==> src/rtl/cache_nc_dram_adapter_pkg.sv <==
// Shared cache configuration: address-width derivations and the non-cacheable adapter FSM states.
package cache_nc_dram_adapter_pkg;

  typedef enum logic [1:0] {
    IDLE = 2'd0,
    REQ  = 2'd1,
    WAIT = 2'd2,
    RSP  = 2'd3
  } nc_state_e;

  function automatic int word_addr_w(input int word_size);
    return 32 - $clog2(word_size);
  endfunction

  function automatic int line_addr_w(input int line_size);
    return 32 - $clog2(line_size);
  endfunction

  function automatic int woff_w(input int line_size, input int word_size);
    return $clog2(line_size / word_size);
  endfunction

  function automatic int lane_w(input int num_lanes);
    return (num_lanes > 1) ? $clog2(num_lanes) : 1;
  endfunction

endpackage

==> src/rtl/cache_rr_arbiter.sv <==
// Round-robin arbiter: combinational one-hot grant + index, starting the search at rr_ptr.
// The pointer moves to the lane after the grant only when advance_i is asserted.
module cache_rr_arbiter
  import cache_nc_dram_adapter_pkg::*;
#(
  parameter  int NUM_REQS = 4,
  localparam int IDX_W    = lane_w(NUM_REQS)
) (
  input  logic                clk,
  input  logic                reset,
  input  logic [NUM_REQS-1:0] req_i,
  input  logic                advance_i,
  output logic [NUM_REQS-1:0] grant_onehot_o,
  output logic [IDX_W-1:0]    grant_idx_o,
  output logic                grant_vld_o
);

  logic [IDX_W-1:0] rr_ptr_q, rr_ptr_d;
  logic [IDX_W-1:0] cand;

  // Scan from the farthest lane back to rr_ptr so the nearest requester wins.
  always_comb begin
    grant_onehot_o = '0;
    grant_idx_o    = '0;
    grant_vld_o    = 1'b0;
    cand           = '0;
    for (int i = NUM_REQS - 1; i >= 0; i--) begin
      cand = IDX_W'((int'(rr_ptr_q) + i) % NUM_REQS);
      if (req_i[cand]) begin
        grant_onehot_o       = '0;
        grant_onehot_o[cand] = 1'b1;
        grant_idx_o          = cand;
        grant_vld_o          = 1'b1;
      end
    end
  end

  always_comb begin
    rr_ptr_d = rr_ptr_q;
    if (advance_i && grant_vld_o) begin
      rr_ptr_d = (grant_idx_o == IDX_W'(NUM_REQS - 1)) ? '0 : grant_idx_o + IDX_W'(1);
    end
  end

  always_ff @(posedge clk) begin
    if (reset) begin
      rr_ptr_q <= '0;
    end else begin
      rr_ptr_q <= rr_ptr_d;
    end
  end

endmodule

==> src/rtl/cache_nc_dram_adapter.sv <==
// Non-cacheable adapter: one granted core word request becomes one line-wide DRAM request.
// Accept to DRAM request is 1 cycle; DRAM request and core response hold until their handshakes.
module cache_nc_dram_adapter
  import cache_nc_dram_adapter_pkg::*;
#(
  parameter  int NUM_REQS        = 4,
  parameter  int CACHE_LINE_SIZE = 64,
  parameter  int WORD_SIZE       = 4,
  parameter  int CORE_TAG_WIDTH  = 3,
  parameter  int DRAM_TAG_WIDTH  = 26,
  localparam int WORD_ADDR_W     = word_addr_w(WORD_SIZE),
  localparam int LINE_ADDR_W     = line_addr_w(CACHE_LINE_SIZE),
  localparam int WOFF_W          = woff_w(CACHE_LINE_SIZE, WORD_SIZE)
) (
  input  logic                                      clk,
  input  logic                                      reset,
  input  logic [NUM_REQS-1:0]                       core_req_valid_i,
  input  logic [NUM_REQS-1:0]                       core_req_rw_i,
  input  logic [NUM_REQS-1:0][WORD_ADDR_W-1:0]      core_req_addr_i,
  input  logic [NUM_REQS-1:0][WORD_SIZE-1:0]        core_req_byteen_i,
  input  logic [NUM_REQS-1:0][8*WORD_SIZE-1:0]      core_req_data_i,
  input  logic [NUM_REQS-1:0][CORE_TAG_WIDTH-1:0]   core_req_tag_i,
  output logic [NUM_REQS-1:0]                       core_req_ready_o,
  output logic [NUM_REQS-1:0]                       core_rsp_valid_o,
  output logic [NUM_REQS-1:0][8*WORD_SIZE-1:0]      core_rsp_data_o,
  output logic [NUM_REQS-1:0][CORE_TAG_WIDTH-1:0]   core_rsp_tag_o,
  input  logic [NUM_REQS-1:0]                       core_rsp_ready_i,
  output logic                                      dram_req_valid_o,
  output logic                                      dram_req_rw_o,
  output logic [CACHE_LINE_SIZE-1:0]                dram_req_byteen_o,
  output logic [LINE_ADDR_W-1:0]                    dram_req_addr_o,
  output logic [8*CACHE_LINE_SIZE-1:0]              dram_req_data_o,
  output logic [DRAM_TAG_WIDTH-1:0]                 dram_req_tag_o,
  input  logic                                      dram_req_ready_i,
  input  logic                                      dram_rsp_valid_i,
  input  logic [8*CACHE_LINE_SIZE-1:0]              dram_rsp_data_i,
  input  logic [DRAM_TAG_WIDTH-1:0]                 dram_rsp_tag_i,
  output logic                                      dram_rsp_ready_o
);

  localparam int WORD_W = 8 * WORD_SIZE;
  localparam int SLOTS  = CACHE_LINE_SIZE / WORD_SIZE;
  localparam int LANE_W = lane_w(NUM_REQS);

  nc_state_e                 state_q, state_d;
  logic                      rw_q, rw_d;
  logic [WORD_ADDR_W-1:0]    addr_q, addr_d;
  logic [WORD_SIZE-1:0]      byteen_q, byteen_d;
  logic [WORD_W-1:0]         data_q, data_d;
  logic [CORE_TAG_WIDTH-1:0] tag_q, tag_d;
  logic [LANE_W-1:0]         lane_q, lane_d;
  logic [WORD_W-1:0]         rsp_data_q, rsp_data_d;

  logic [NUM_REQS-1:0] grant_oh;
  logic [LANE_W-1:0]   grant_idx;
  logic                grant_vld;
  logic                arb_advance;
  logic [WOFF_W-1:0]   woff;

  // Only one transaction is ever in flight, so the DRAM tag carries no information back.
  logic unused_rsp_tag;
  assign unused_rsp_tag = ^dram_rsp_tag_i;

  assign woff = addr_q[WOFF_W-1:0];

  cache_rr_arbiter #(.NUM_REQS(NUM_REQS)) u_arb (
    .clk            (clk),
    .reset          (reset),
    .req_i          (core_req_valid_i),
    .advance_i      (arb_advance),
    .grant_onehot_o (grant_oh),
    .grant_idx_o    (grant_idx),
    .grant_vld_o    (grant_vld)
  );

  always_comb begin
    state_d          = state_q;
    rw_d             = rw_q;
    addr_d           = addr_q;
    byteen_d         = byteen_q;
    data_d           = data_q;
    tag_d            = tag_q;
    lane_d           = lane_q;
    rsp_data_d       = rsp_data_q;
    arb_advance      = 1'b0;
    core_req_ready_o = '0;
    core_rsp_valid_o = '0;
    dram_req_valid_o = 1'b0;
    dram_rsp_ready_o = 1'b0;
    case (state_q)
      IDLE: begin
        // Gate on reset so no request is acknowledged during the cycle it is being abandoned.
        if (grant_vld && !reset) begin
          core_req_ready_o = grant_oh;
          arb_advance      = 1'b1;
          rw_d             = core_req_rw_i[grant_idx];
          addr_d           = core_req_addr_i[grant_idx];
          byteen_d         = core_req_byteen_i[grant_idx];
          data_d           = core_req_data_i[grant_idx];
          tag_d            = core_req_tag_i[grant_idx];
          lane_d           = grant_idx;
          state_d          = REQ;
        end
      end
      REQ: begin
        dram_req_valid_o = 1'b1;
        if (dram_req_ready_i) state_d = rw_q ? IDLE : WAIT;
      end
      WAIT: begin
        dram_rsp_ready_o = 1'b1;
        if (dram_rsp_valid_i) begin
          rsp_data_d = dram_rsp_data_i[int'(woff) * WORD_W +: WORD_W];
          state_d    = RSP;
        end
      end
      RSP: begin
        core_rsp_valid_o[lane_q] = 1'b1;
        if (core_rsp_ready_i[lane_q]) state_d = IDLE;
      end
      default: state_d = IDLE;
    endcase
  end

  assign dram_req_rw_o     = rw_q;
  assign dram_req_addr_o   = addr_q[WORD_ADDR_W-1:WOFF_W];
  assign dram_req_byteen_o = CACHE_LINE_SIZE'(byteen_q) << (int'(woff) * WORD_SIZE);
  assign dram_req_data_o   = {SLOTS{data_q}};
  assign dram_req_tag_o    = DRAM_TAG_WIDTH'(lane_q);

  always_comb begin
    for (int i = 0; i < NUM_REQS; i++) begin
      core_rsp_data_o[i] = '0;
      core_rsp_tag_o[i]  = '0;
      if (state_q == RSP && lane_q == LANE_W'(i)) begin
        core_rsp_data_o[i] = rsp_data_q;
        core_rsp_tag_o[i]  = tag_q;
      end
    end
  end

  always_ff @(posedge clk) begin
    if (reset) begin
      state_q    <= IDLE;
      rw_q       <= 1'b0;
      addr_q     <= '0;
      byteen_q   <= '0;
      data_q     <= '0;
      tag_q      <= '0;
      lane_q     <= '0;
      rsp_data_q <= '0;
    end else begin
      state_q    <= state_d;
      rw_q       <= rw_d;
      addr_q     <= addr_d;
      byteen_q   <= byteen_d;
      data_q     <= data_d;
      tag_q      <= tag_d;
      lane_q     <= lane_d;
      rsp_data_q <= rsp_data_d;
    end
  end

endmodule

==> config.mk <==
export PLATFORM = sky130hd
export DESIGN_NAME = cache_nc_dram_adapter
export DESIGN_NICKNAME = d
export VERILOG_FILES = /design/src/rtl/cache_nc_dram_adapter_pkg.sv /design/src/rtl/cache_rr_arbiter.sv /design/src/rtl/cache_nc_dram_adapter.sv
export SDC_FILE = /design/constraint.sdc
export NUM_CORES = 1
export LEC_CHECK = 0
export ABC_AREA = 0
export BUFFER_PORTS_ARGS = -buffer_cell sky130_fd_sc_hd__buf_2
export CAP_MARGIN = 10
export CORE_AREA = 2 2 621 623
export CTS_BUF_LIST = sky130_fd_sc_hd__clkbuf_4 sky130_fd_sc_hd__clkbuf_8
export DETAILED_ROUTE_END_ITERATION = 10
export DIE_AREA = 0 0 623 625
export GPL_ROUTABILITY_DRIVEN = 0
export PLACE_DENSITY = 0.3
export SYNTH_ARGS = -nofsm -noshare
export SYNTH_HDL_FRONTEND = slang
export SYNTH_SLANG_ARGS = --single-unit
==> constraint.sdc <==
create_clock -name clk -period 4.8 [get_ports clk]
set_clock_uncertainty 0.1 [all_clocks]
set_input_delay 0.96 -clock clk [delete_from_list [all_inputs] [get_ports clk]]
set_output_delay 0.96 -clock clk [all_outputs]
set_load 0.005 [all_outputs]
==> flow_metrics.env, run 1 <==
export IMPL_status="complete, no violations"
export IMPL_setup_viol=0
export IMPL_swShare_pct=54.7
export IMPL_clk_pin_slew_worst_paths_ps=150
export IMPL_die_h_um=625
export IMPL_relSlewSlack_pct=19.6
export IMPL_finalHoldViolations=0
export IMPL_overflow=0
export IMPL_crit_family="compound AO/OA/AOI/OAI gates"
export IMPL_p_clk_share_pct=7.9
export IMPL_hold_buffers=0
export IMPL_synth_seq_area_share_pct=13.3
export IMPL_clockRootBuffer="clkbuf_8"
export IMPL_path_max_fanout=23
export IMPL_cp_start_kind="register"
export IMPL_cts_htree_levels=3
export IMPL_slowest_stage="dfxtp_4"
export IMPL_p_leak_nw=11.8
export IMPL_post_cts_buffers=0
export IMPL_powerDensity_nw_per_um2=377
export IMPL_pin_count=1609
export IMPL_fmax_mhz=224
export IMPL_ctsLongestPathBuffers=2
export IMPL_netlist_area_um2=16300
export IMPL_min_period_ps=4460
export IMPL_ant_nets=0
export IMPL_clkLatencyLatePin_ps=560
export IMPL_synth_edf_count=0
export IMPL_min_path_type="reg2reg"
export IMPL_async_flop_share_pct=0
export IMPL_cts_tree="yes"
export IMPL_crit_arrival_ps=3400
export IMPL_hold_ws_ps=397
export IMPL_path_buf_inv=2
export IMPL_track_usage_pct=8.98
export IMPL_ys_top_cells_by_count="530 x buf_4, 165 x mux4_2, 160 x and2_1"
export IMPL_p_sw_w=0.00556
export IMPL_dpl_worst_slack_ps=215
export IMPL_grt_max_degree=83
export IMPL_synthTopCellsByArea="buf_4 24%, mux4_2 23%, dfxtp_1 13%, and2_1 6.1%, mux2_4 5.2%"
export IMPL_num_vias=19000
export IMPL_fin_ws_ps=344
export IMPL_synth_cells=1837
export IMPL_cp_required_ps=3740
export IMPL_drv_cap=0
export IMPL_path_class="reg2out"
export IMPL_ir_drop_uv=181
export IMPL_post_cts_resized=1
export IMPL_nets=3657
export IMPL_seqPwrFrac_pct=21.3
export IMPL_die_w_um=623
export IMPL_synth_top_area_share_pct=24.4
export IMPL_drtIter0Drc=1303
export IMPL_hpwl_mm=167
export IMPL_tightest_slew_ps=1200
export IMPL_slew_violations=0
export IMPL_grt_pass1_vias=17600
export IMPL_cp_end_kind="output port"
export IMPL_first_pass_iters=5
export IMPL_antenna_found_initial=173
export IMPL_min_period_over_period_pct=92.8
export IMPL_p_int_w=0.00461
export IMPL_yosys_warnings=0
export IMPL_critical_path_cell_chain="inv_1 -> ha_1 -> mux2i_1 -> a21o_1 -> a21o_1 -> o211ai_1 -> o211ai_1 -> a21oi_2 -> buf_2"
export IMPL_ys_ff_latch=108
export IMPL_area_delta_synth_final_pct=65.7
export IMPL_syn_avg_cell_area_um2=8.86
export IMPL_synthFlopType="dfxtp_1"
export IMPL_combPwrFrac_pct=70.8
export IMPL_start_util_pct=4.24
export IMPL_core_um2=384000
export IMPL_drc=0
export IMPL_postLayoutCoreUtil_pct=7.03
export IMPL_slowest_delay_ps=620
export IMPL_setup_tns_ps=0
export IMPL_rows=228
export IMPL_wl_mm=185
export IMPL_drive_gt1_share_pct=67.8
export IMPL_synth_cell_type_count=47
export IMPL_grt_pass1_wl_mm=219
export IMPL_die_area_um2=389000
export IMPL_portBuffers=1558
export IMPL_yosysMostFrequentCell="buf_4"
export IMPL_drt_wirelength_per_cell_um=23.4
export IMPL_yosysTopAreaCell="buf_4"
export IMPL_cts_buffers=9
export IMPL_cts_sinks=108
export IMPL_via_per_inst=2.39
export IMPL_rsz0062_at_grt="false"
[metal layers]
layer / vias up / global-route usage, % / wire, µm
met5: - / 0 / 460
met4: 70 / 2.46 / 5530
met3: 353 / 2.90 / 14600
met2: 1198 / 18.4 / 106000
met1: 9324 / 8.33 / 58500
li1: 8043 / - / -
[state kept, by name, indices dropped and copies added, names as in the netlist, named ones only]
signal          flops
dram_req_rw_o       1
u_arb.rr_ptr_q      2
data_q             32
state_q             1
rsp_data_q         32
byteen_q            4
addr_q             30
lane_q              2
tag_q               3
[kinds of logic (layout without fill, tap and decap cells)]
family	after synthesis	in the layout	synth area share, %
AOI/OAI and AO/OA	265	265	11.0
xor gates and xnor gates	1	1	0.0538
adders and majority gates	7	7	0.538
buffers and inverters	687	1652	28.5
DFF	108	108	13.3
muxes	251	251	29.9
other	1	72	0.0230
and+or+nand+nor	517	517	16.6
[worst paths after layout]
path | from | endpoint | slack (ps) | cells past startpoint
worst max-delay path | u_arb.rr_ptr_q[0] | core_req_ready_o[2] | 340 | 9
worst min-delay path | addr_q[11] | addr_q[11] | 400 | 1
worst max register to register | u_arb.rr_ptr_q[0] | addr_q[5] | 910 | 9
worst min register to register | addr_q[11] | addr_q[11] | 400 | 1
[cell usage in the layout (no fill, tap or decap), types with 33 or more instances in the layout]
| master | instances |
|---|---|
| and2_1 | 157 |
| buf_4 | 62 |
| buf_2 | 1558 |
| nand2_1 | 92 |
| a21oi_1 | 76 |
| a221o_1 | 59 |
| dfxtp_1 | 101 |
| nor3_1 | 33 |
| o21ai_0 | 75 |
| mux4_2 | 165 |
| mux2_4 | 56 |
| nand3_1 | 43 |
| nor2_1 | 109 |
| diode_2 | 48 |
[final cells by class]
type                            instances  area [µm²]
Timing Repair Buffer                 1627        8400
Tap cell                             5060        6330
Fill cell                           45300      357000
Multi-Input combinational cell       1065        9700
Clock inverter                          5        58.8
Sequential cell                       108        2180
Inverter                                9        33.8
Clock buffer                           11         139
Antenna cell                           48         120
[through the flow]
| step | instance area (µm²) | power, W | cells |
|---|---|---|---|
| final | 27000 | 0.0102 | 7933 |
| after global routing | 26900 | 0.0110 | 7913 |
| after CTS | 26900 | 0.0107 | 7885 |
| after detailed placement | 26600 | 0.00982 | 7869 |
| after global placement | 26600 | 0.00982 | 7869 |
| after floorplan | 16400 | 0.00678 | 1860 |
[power by group through the flow]
stage / clock network (W) / logic, W / registers, W
floorplan: 0 / 0.00524 / 0.00154
global placement: 0 / 0.00761 / 0.00221
detailed placement: 0 / 0.00757 / 0.00225
CTS: 0.000917 / 0.00759 / 0.00223
global route: 0.000925 / 0.00780 / 0.00224
finish: 0.000801 / 0.00721 / 0.00217
[worst register-to-register path, delay by kind of cell, from the launching register on]
family / cells / cell delay (ps)
and+or+nand+nor: 2 / 490
buffers and inverters: 2 / 470
muxes: 2 / 990
adders and majority gates: 1 / 530
AOI/OAI and AO/OA: 2 / 620
DFF: 1 / 620
(Power assumes the default switching activity.)
==> run 2: changes to the inputs <==
--- a/config.mk
+++ b/config.mk
@@ -8,12 +8,13 @@
 export ABC_AREA = 0
 export BUFFER_PORTS_ARGS = -buffer_cell sky130_fd_sc_hd__buf_2
 export CAP_MARGIN = 10
-export CORE_AREA = 2 2 621 623
+export CORE_AREA = 2 2 630 632
 export CTS_BUF_LIST = sky130_fd_sc_hd__clkbuf_4 sky130_fd_sc_hd__clkbuf_8
 export DETAILED_ROUTE_END_ITERATION = 10
-export DIE_AREA = 0 0 623 625
+export DIE_AREA = 0 0 632 634
 export GPL_ROUTABILITY_DRIVEN = 0
 export PLACE_DENSITY = 0.3
 export SYNTH_ARGS = -nofsm -noshare
 export SYNTH_HDL_FRONTEND = slang
+export SYNTH_HIERARCHICAL = 1
 export SYNTH_SLANG_ARGS = --single-unit
==> run 2 against run 1 <==
  * Total power fell by 33%
  * Register-to-register slack improved by 150 ps
  * Clock power grew 10%
  * First-iteration DRC count rose by 9.4%
  * Non-clock buffer count fell by 34
  * Combinational power decreased by 42%
  * Cell count up 0.48%
  * Sequential share of layout area up 0.29 points
  * Critical path type unchanged
  * Worst hold slack got worse by 35 ps
  * Critical path depth is the same
  * Largest cell class unchanged
  * Cell area decreased by 3.7%
  * Synthesized area decreased by 5.6%
==> flow_metrics.env, run 2 <==
export IMPL_status="complete, no violations"
export IMPL_die_h_um=634
export IMPL_hold_ws_ps=362
export IMPL_reg_top3="data_q x32, rsp_data_q x32, addr_q x30"
export IMPL_min_path_type="reg2reg"
export IMPL_path_class="reg2out"
export IMPL_crit_arrival_ps=3380
export IMPL_netlist_area_um2=15400
export IMPL_tightest_slew_ps=1210
export IMPL_cts_sinks=108
export IMPL_start_util_pct=3.90
export IMPL_path_max_fanout=9
export IMPL_clkLatencyLatePin_ps=650
export IMPL_clockRootBuffer="clkbuf_8"
export IMPL_num_vias=17900
export IMPL_die_area_um2=401000
export IMPL_p_leak_nw=11.0
export IMPL_r2r_slack_ps=1060
export IMPL_die_w_um=632
export IMPL_ctsLongestPathBuffers=3
export IMPL_ir_drop_uv=129
export IMPL_setup_tns_ps=0
export IMPL_ys_top_cells_by_count="533 x buf_4, 166 x mux4_2, 165 x nand2_1"
export IMPL_drc=0
export IMPL_drive_gt1_share_pct=67.5
export IMPL_dpl_worst_slack_ps=540
export IMPL_n_fill_cell=46700
export IMPL_synth_top_area_share_pct=26.0
export IMPL_first_pass_iters=5
export IMPL_clk_pin_slew_worst_paths_ps=160
export IMPL_core_um2=394000
export IMPL_drtIter0Drc=1425
export IMPL_finalHoldViolations=0
export IMPL_antenna_found_initial=186
export IMPL_cts_tree="yes"
export IMPL_dp_cells=7893
export IMPL_fin_area_um2=26000
export IMPL_synth_cells=1692
export IMPL_overflow=0
export IMPL_synthFlopType="dfxtp_1"
export IMPL_cts_buffers=13
export IMPL_async_flop_share_pct=0
export IMPL_grtUsageMet1_pct=8.84
export IMPL_synth_seq_area_share_pct=14.1
export IMPL_setup_viol=0
export IMPL_grt_pass1_wl_mm=199
export IMPL_track_usage_pct=7.84
export IMPL_cp_end_kind="output port"
export IMPL_drv_cap=0
export IMPL_rsz0062_at_grt="false"
export IMPL_cts_htree_levels=3
export IMPL_yosysMostFrequentCell="buf_4"
export IMPL_grt_use_met3_pct=2.90
export IMPL_grt_max_degree=138
export IMPL_grtUsageMet2_pct=13.7
export IMPL_final_cells=7971
export IMPL_relSlewSlack_pct=19.0
export IMPL_fin_ws_ps=358
export IMPL_min_period_over_period_pct=92.5
export IMPL_drt_wirelength_per_cell_um=20.9
export IMPL_ys_ff_latch=108
export IMPL_syn_avg_cell_area_um2=9.08
export IMPL_wl_mm=167
export IMPL_post_cts_buffers=0
export IMPL_pin_count=1609
export IMPL_grt_pass1_vias=16800
export IMPL_synthTopCellsByArea="buf_4 26%, mux4_2 24%, dfxtp_1 14%, mux2i_1 6.5%, and2_1 6.0%"
export IMPL_hold_buffers=0
export IMPL_min_period_ps=4440
export IMPL_yosys_warnings=6
export IMPL_fmax_mhz=225
export IMPL_dpl_instance_area_um2=25600
export IMPL_portBuffers=1558
export IMPL_powerDensity_nw_per_um2=262
export IMPL_synth_cell_type_count=56
export IMPL_ant_nets=0
export IMPL_mostFrequentLayoutCells="1558 x buf_2, 166 x mux4_2, 164 x nand2_1"
export IMPL_layout_commonest_cell="buf_2"
export IMPL_nets=3505
export IMPL_slew_violations=0
export IMPL_rows=231
export IMPL_yosysTopAreaCell="buf_4"
export IMPL_synth_edf_count=0
export IMPL_cp_start_kind="register"
export IMPL_cp_required_ps=3740
export IMPL_area_delta_synth_final_pct=69.1
export IMPL_grt_busiest_layer="met2"
export IMPL_via_per_inst=2.25
export IMPL_hpwl_mm=150
run 2: area by class of cell:
class	count	area (µm²)	share of cell area [%]
antenna	60	150	0.578
timing repair buffer	1593	8190	31.5
multi-input combinational	946	8670	33.4
sequential	108	2180	8.38
tap	5242	6560	25.2
clock inverter	4	35.0	0.135
clock buffer	13	179	0.689
inverter	5	21.3	0.0819
run 2: cell families after synthesis:
kind of cell | Yosys count | synth area share (%)
AOI/OAI and AO/OA | 184 | 7.74
buffers and inverters | 661 | 30.5
adders and majority gates | 8 | 0.652
and+or+nand+nor | 461 | 15.7
muxes | 269 | 31.4
DFF | 108 | 14.1
other | 1 | 0.0244
run 2: critical path, stage by stage (launching register included):
cell	delay, ps
dfxtp_1	540
inv_1	190
ha_1	420
or3b_2	490
a211oi_1	270
a31oi_1	60
o21ai_1	300
a221o_1	220
and2_1	130
buf_2	120
run 2: per-stage QoR:
step,util (%),power [W]
after CTS,6.55,0.00715
after floorplan,-,0.00461
final,6.59,0.00682
after detailed placement,6.49,0.00613
after global placement,6.49,0.00615
after global routing,6.57,0.00742
run 2: what timing repair did:
action,4_1_cts,5_1_grt
gates resized for setup,2,1
endpoints found under the setup margin,4,3
endpoints found under the hold margin,0,0
run 2: routing by layer:
layer | share of wire (%) | vias to the layer above
li1 | - | 7447
met1 | 38 | 8761
met2 | 49 | 1351
met3 | 9.8 | 313
met4 | 3.1 | 56
met5 | 0.23 | -
run 2: worst paths after layout:
path / startpoint / endpoint / cells past startpoint
max reg2reg: u_arb/rr_ptr_q[1] / dram_req_rw_o / 10
min reg2reg: addr_q[26] / addr_q[26] / 2
max: u_arb/rr_ptr_q[1] / core_req_ready_o[2] / 9
min: addr_q[26] / addr_q[26] / 2
run 2: where the power goes:
| group | leakage [nW] | internal, W | total (W) | switching [W] |
|---|---|---|---|---|
| sequential | 0.891 | 0.00106 | 0.00174 | 0.000683 |
| combinational | 9.96 | 0.00198 | 0.00420 | 0.00222 |
| clock | 0.105 | 0.000264 | 0.000881 | 0.000617 |
==> run 3: changes to the inputs <==
--- a/config.mk
+++ b/config.mk
@@ -14,6 +14,7 @@
 export DIE_AREA = 0 0 632 634
 export GPL_ROUTABILITY_DRIVEN = 0
 export PLACE_DENSITY = 0.3
+export RECOVER_POWER = 25
 export SYNTH_ARGS = -nofsm -noshare
 export SYNTH_HDL_FRONTEND = slang
 export SYNTH_HIERARCHICAL = 1
==> run 3 against run 2 <==
  * The flow now finishes with violations (capacitance limit, slew limit)
  * Register-to-register slack got worse by 520 ps
  * Worst hold slack gained 5.2 ps
  * Count of clock-buffer cells in the layout did not move
  * Total power fell by 0.42%
  * Sequential cell count unchanged
==> flow_metrics.env, run 3 (synthesis results as in run 2) <==
export IMPL_fmax_mhz=225
export IMPL_core_um2=394000
export IMPL_cp_startpoint="u_arb/rr_ptr_q[1]"
export IMPL_hp_start="addr_q[26]"
export IMPL_drive_gt1_share_pct=63.7
export IMPL_cp_end_kind="output port"
export IMPL_min_period_ps=4440
export IMPL_violations="capacitance limit, slew limit"
export IMPL_relSlewSlack_pct=-49.9
export IMPL_cp_required_ps=3740
export IMPL_overflow=0
export IMPL_clockRootBuffer="clkbuf_8"
export IMPL_tightest_slew_ps=2250
export IMPL_ir_drop_uv=130
export IMPL_rr_worst_depth=5
export IMPL_wl_mm=167
export IMPL_die_area_um2=401000
export IMPL_fin_area_um2=25800
export IMPL_drt_wirelength_per_cell_um=21.0
export IMPL_die_h_um=634
export IMPL_rsz0062_at_grt="false"
export IMPL_portBuffers=1558
export IMPL_pin_count=1609
export IMPL_n_fill_cell=46800
export IMPL_grt_pass1_vias=16800
export IMPL_path_max_fanout=9
export IMPL_via_per_inst=2.25
export IMPL_crit_arrival_ps=3380
export IMPL_clkLatencyLatePin_ps=650
export IMPL_p_clk_share_pct=13.1
export IMPL_seqPwrFrac_pct=25.7
export IMPL_track_usage_pct=7.84
export IMPL_path_class="reg2out"
export IMPL_p_leak_nw=10.6
export IMPL_cp_start_kind="register"
export IMPL_start_util_pct=3.90
export IMPL_nets=3505
export IMPL_layout_commonest_cell="buf_2"
export IMPL_area_delta_synth_final_pct=68.0
export IMPL_clk_pin_slew_worst_paths_ps=160
export IMPL_powerDensity_nw_per_um2=263
export IMPL_first_pass_iters=5
export IMPL_finalHoldViolations=0
export IMPL_ant_nets=0
export IMPL_dpl_instance_area_um2=25600
export IMPL_p_int_w=0.00325
export IMPL_mostFrequentLayoutCells="1453 x buf_2, 166 x mux4_2, 164 x nand2_1"
export IMPL_status="finished, violations left"
export IMPL_combPwrFrac_pct=61.3
export IMPL_hpwl_mm=150
export IMPL_min_path_type="reg2reg"
export IMPL_drv_cap=5
export IMPL_drtIter0Drc=1426
export IMPL_hold_buffers=0
export IMPL_setup_tns_ps=0
export IMPL_min_path_cells=2
export IMPL_setup_viol=0
export IMPL_rr_startpoint="addr_q[3]"
export IMPL_grt_pass1_wl_mm=199
export IMPL_antenna_found_initial=186
export IMPL_num_vias=17900
export IMPL_p_sw_w=0.00354
export IMPL_reg_top3="data_q x32, rsp_data_q x32, addr_q x30"
export IMPL_cts_sinks=108
export IMPL_swShare_pct=52.1
export IMPL_min_period_over_period_pct=92.6
export IMPL_grt_max_degree=138
export IMPL_rows=231
export IMPL_slew_violations=215
export IMPL_cts_buffers=13
export IMPL_drc=0
export IMPL_die_w_um=632
export IMPL_ctsLongestPathBuffers=3
export IMPL_cts_tree="yes"
export IMPL_cts_htree_levels=3
[run 3: changes by cell type in the layout (fill, tap and decap cells not counted), sizes merged]
cell	delta
buf	-112
clkbuf	+112
diode	-2
[run 3: through the flow]
| stage | setup slack [ps] | power [W] | cells | hold WS (ps) | utilization (%) |
|---|---|---|---|---|---|
| after global routing | 29.6 | 0.00738 | 7933 | 395 | 6.53 |
| after floorplan | 1130 | 0.00461 | 1715 | 329 | - |
| final | 358 | 0.00679 | 7969 | 367 | 6.55 |
| after global placement | 504 | 0.00615 | 7893 | 356 | 6.49 |
| after detailed placement | 540 | 0.00613 | 7893 | 350 | 6.49 |
| after CTS | 95.2 | 0.00715 | 7910 | 358 | 6.55 |
[run 3: worst max-delay path, cell delays in order, from the launching register on]
cell      delay [ps]
dfxtp_1          540
inv_1            190
ha_1             420
or3b_2           490
a211oi_1         270
a31oi_1           60
o21ai_1          300
a221o_1          220
and2_1           130
buf_2            120
[run 3: power by group through the flow]
stage	clock network (W)	logic (W)	registers, W
2_1_floorplan	0	0.00328	0.00133
3_3_place_gp	0	0.00437	0.00178
3_5_place_dp	0	0.00433	0.00180
4_1_cts	0.00103	0.00434	0.00178
5_1_grt	0.00101	0.00455	0.00181
6_report	0.000887	0.00416	0.00174
[run 3: final cells by class]
class / instances / area [µm²] / area share (%)
Multi-Input combinational cell: 946 / 8660 / 33.6
Timing Repair Buffer: 1593 / 8040 / 31.1
Tap cell: 5242 / 6560 / 25.4
Sequential cell: 108 / 2170 / 8.42
Clock buffer: 13 / 179 / 0.693
Antenna cell: 58 / 145 / 0.562
Clock inverter: 4 / 35.0 / 0.136
Inverter: 5 / 21.3 / 0.0824
[run 3: repair_timing]
action / CTS / global route
gates resized for setup: 2 / 1
endpoints found under the setup margin: 4 / 3
setup buffers: 0 / 0
gates cloned: 0 / 0
[run 3: metal layers]
metal / up-vias / track usage (%) / wire, µm
met3: 319 / 2.90 / 15800
met4: 58 / 2.29 / 5330
met1: 8778 / 8.84 / 63100
met2: 1328 / 13.7 / 82500
met5: - / 0 / 404
li1: 7444 / - / -
[run 3: worst paths after layout]
kind	end	slack [ps]
worst max register to register	rsp_data_q[30]	540
worst max-delay path	core_req_ready_o[2]	360
worst min-delay path	addr_q[26]	370
worst min register to register	addr_q[26]	370
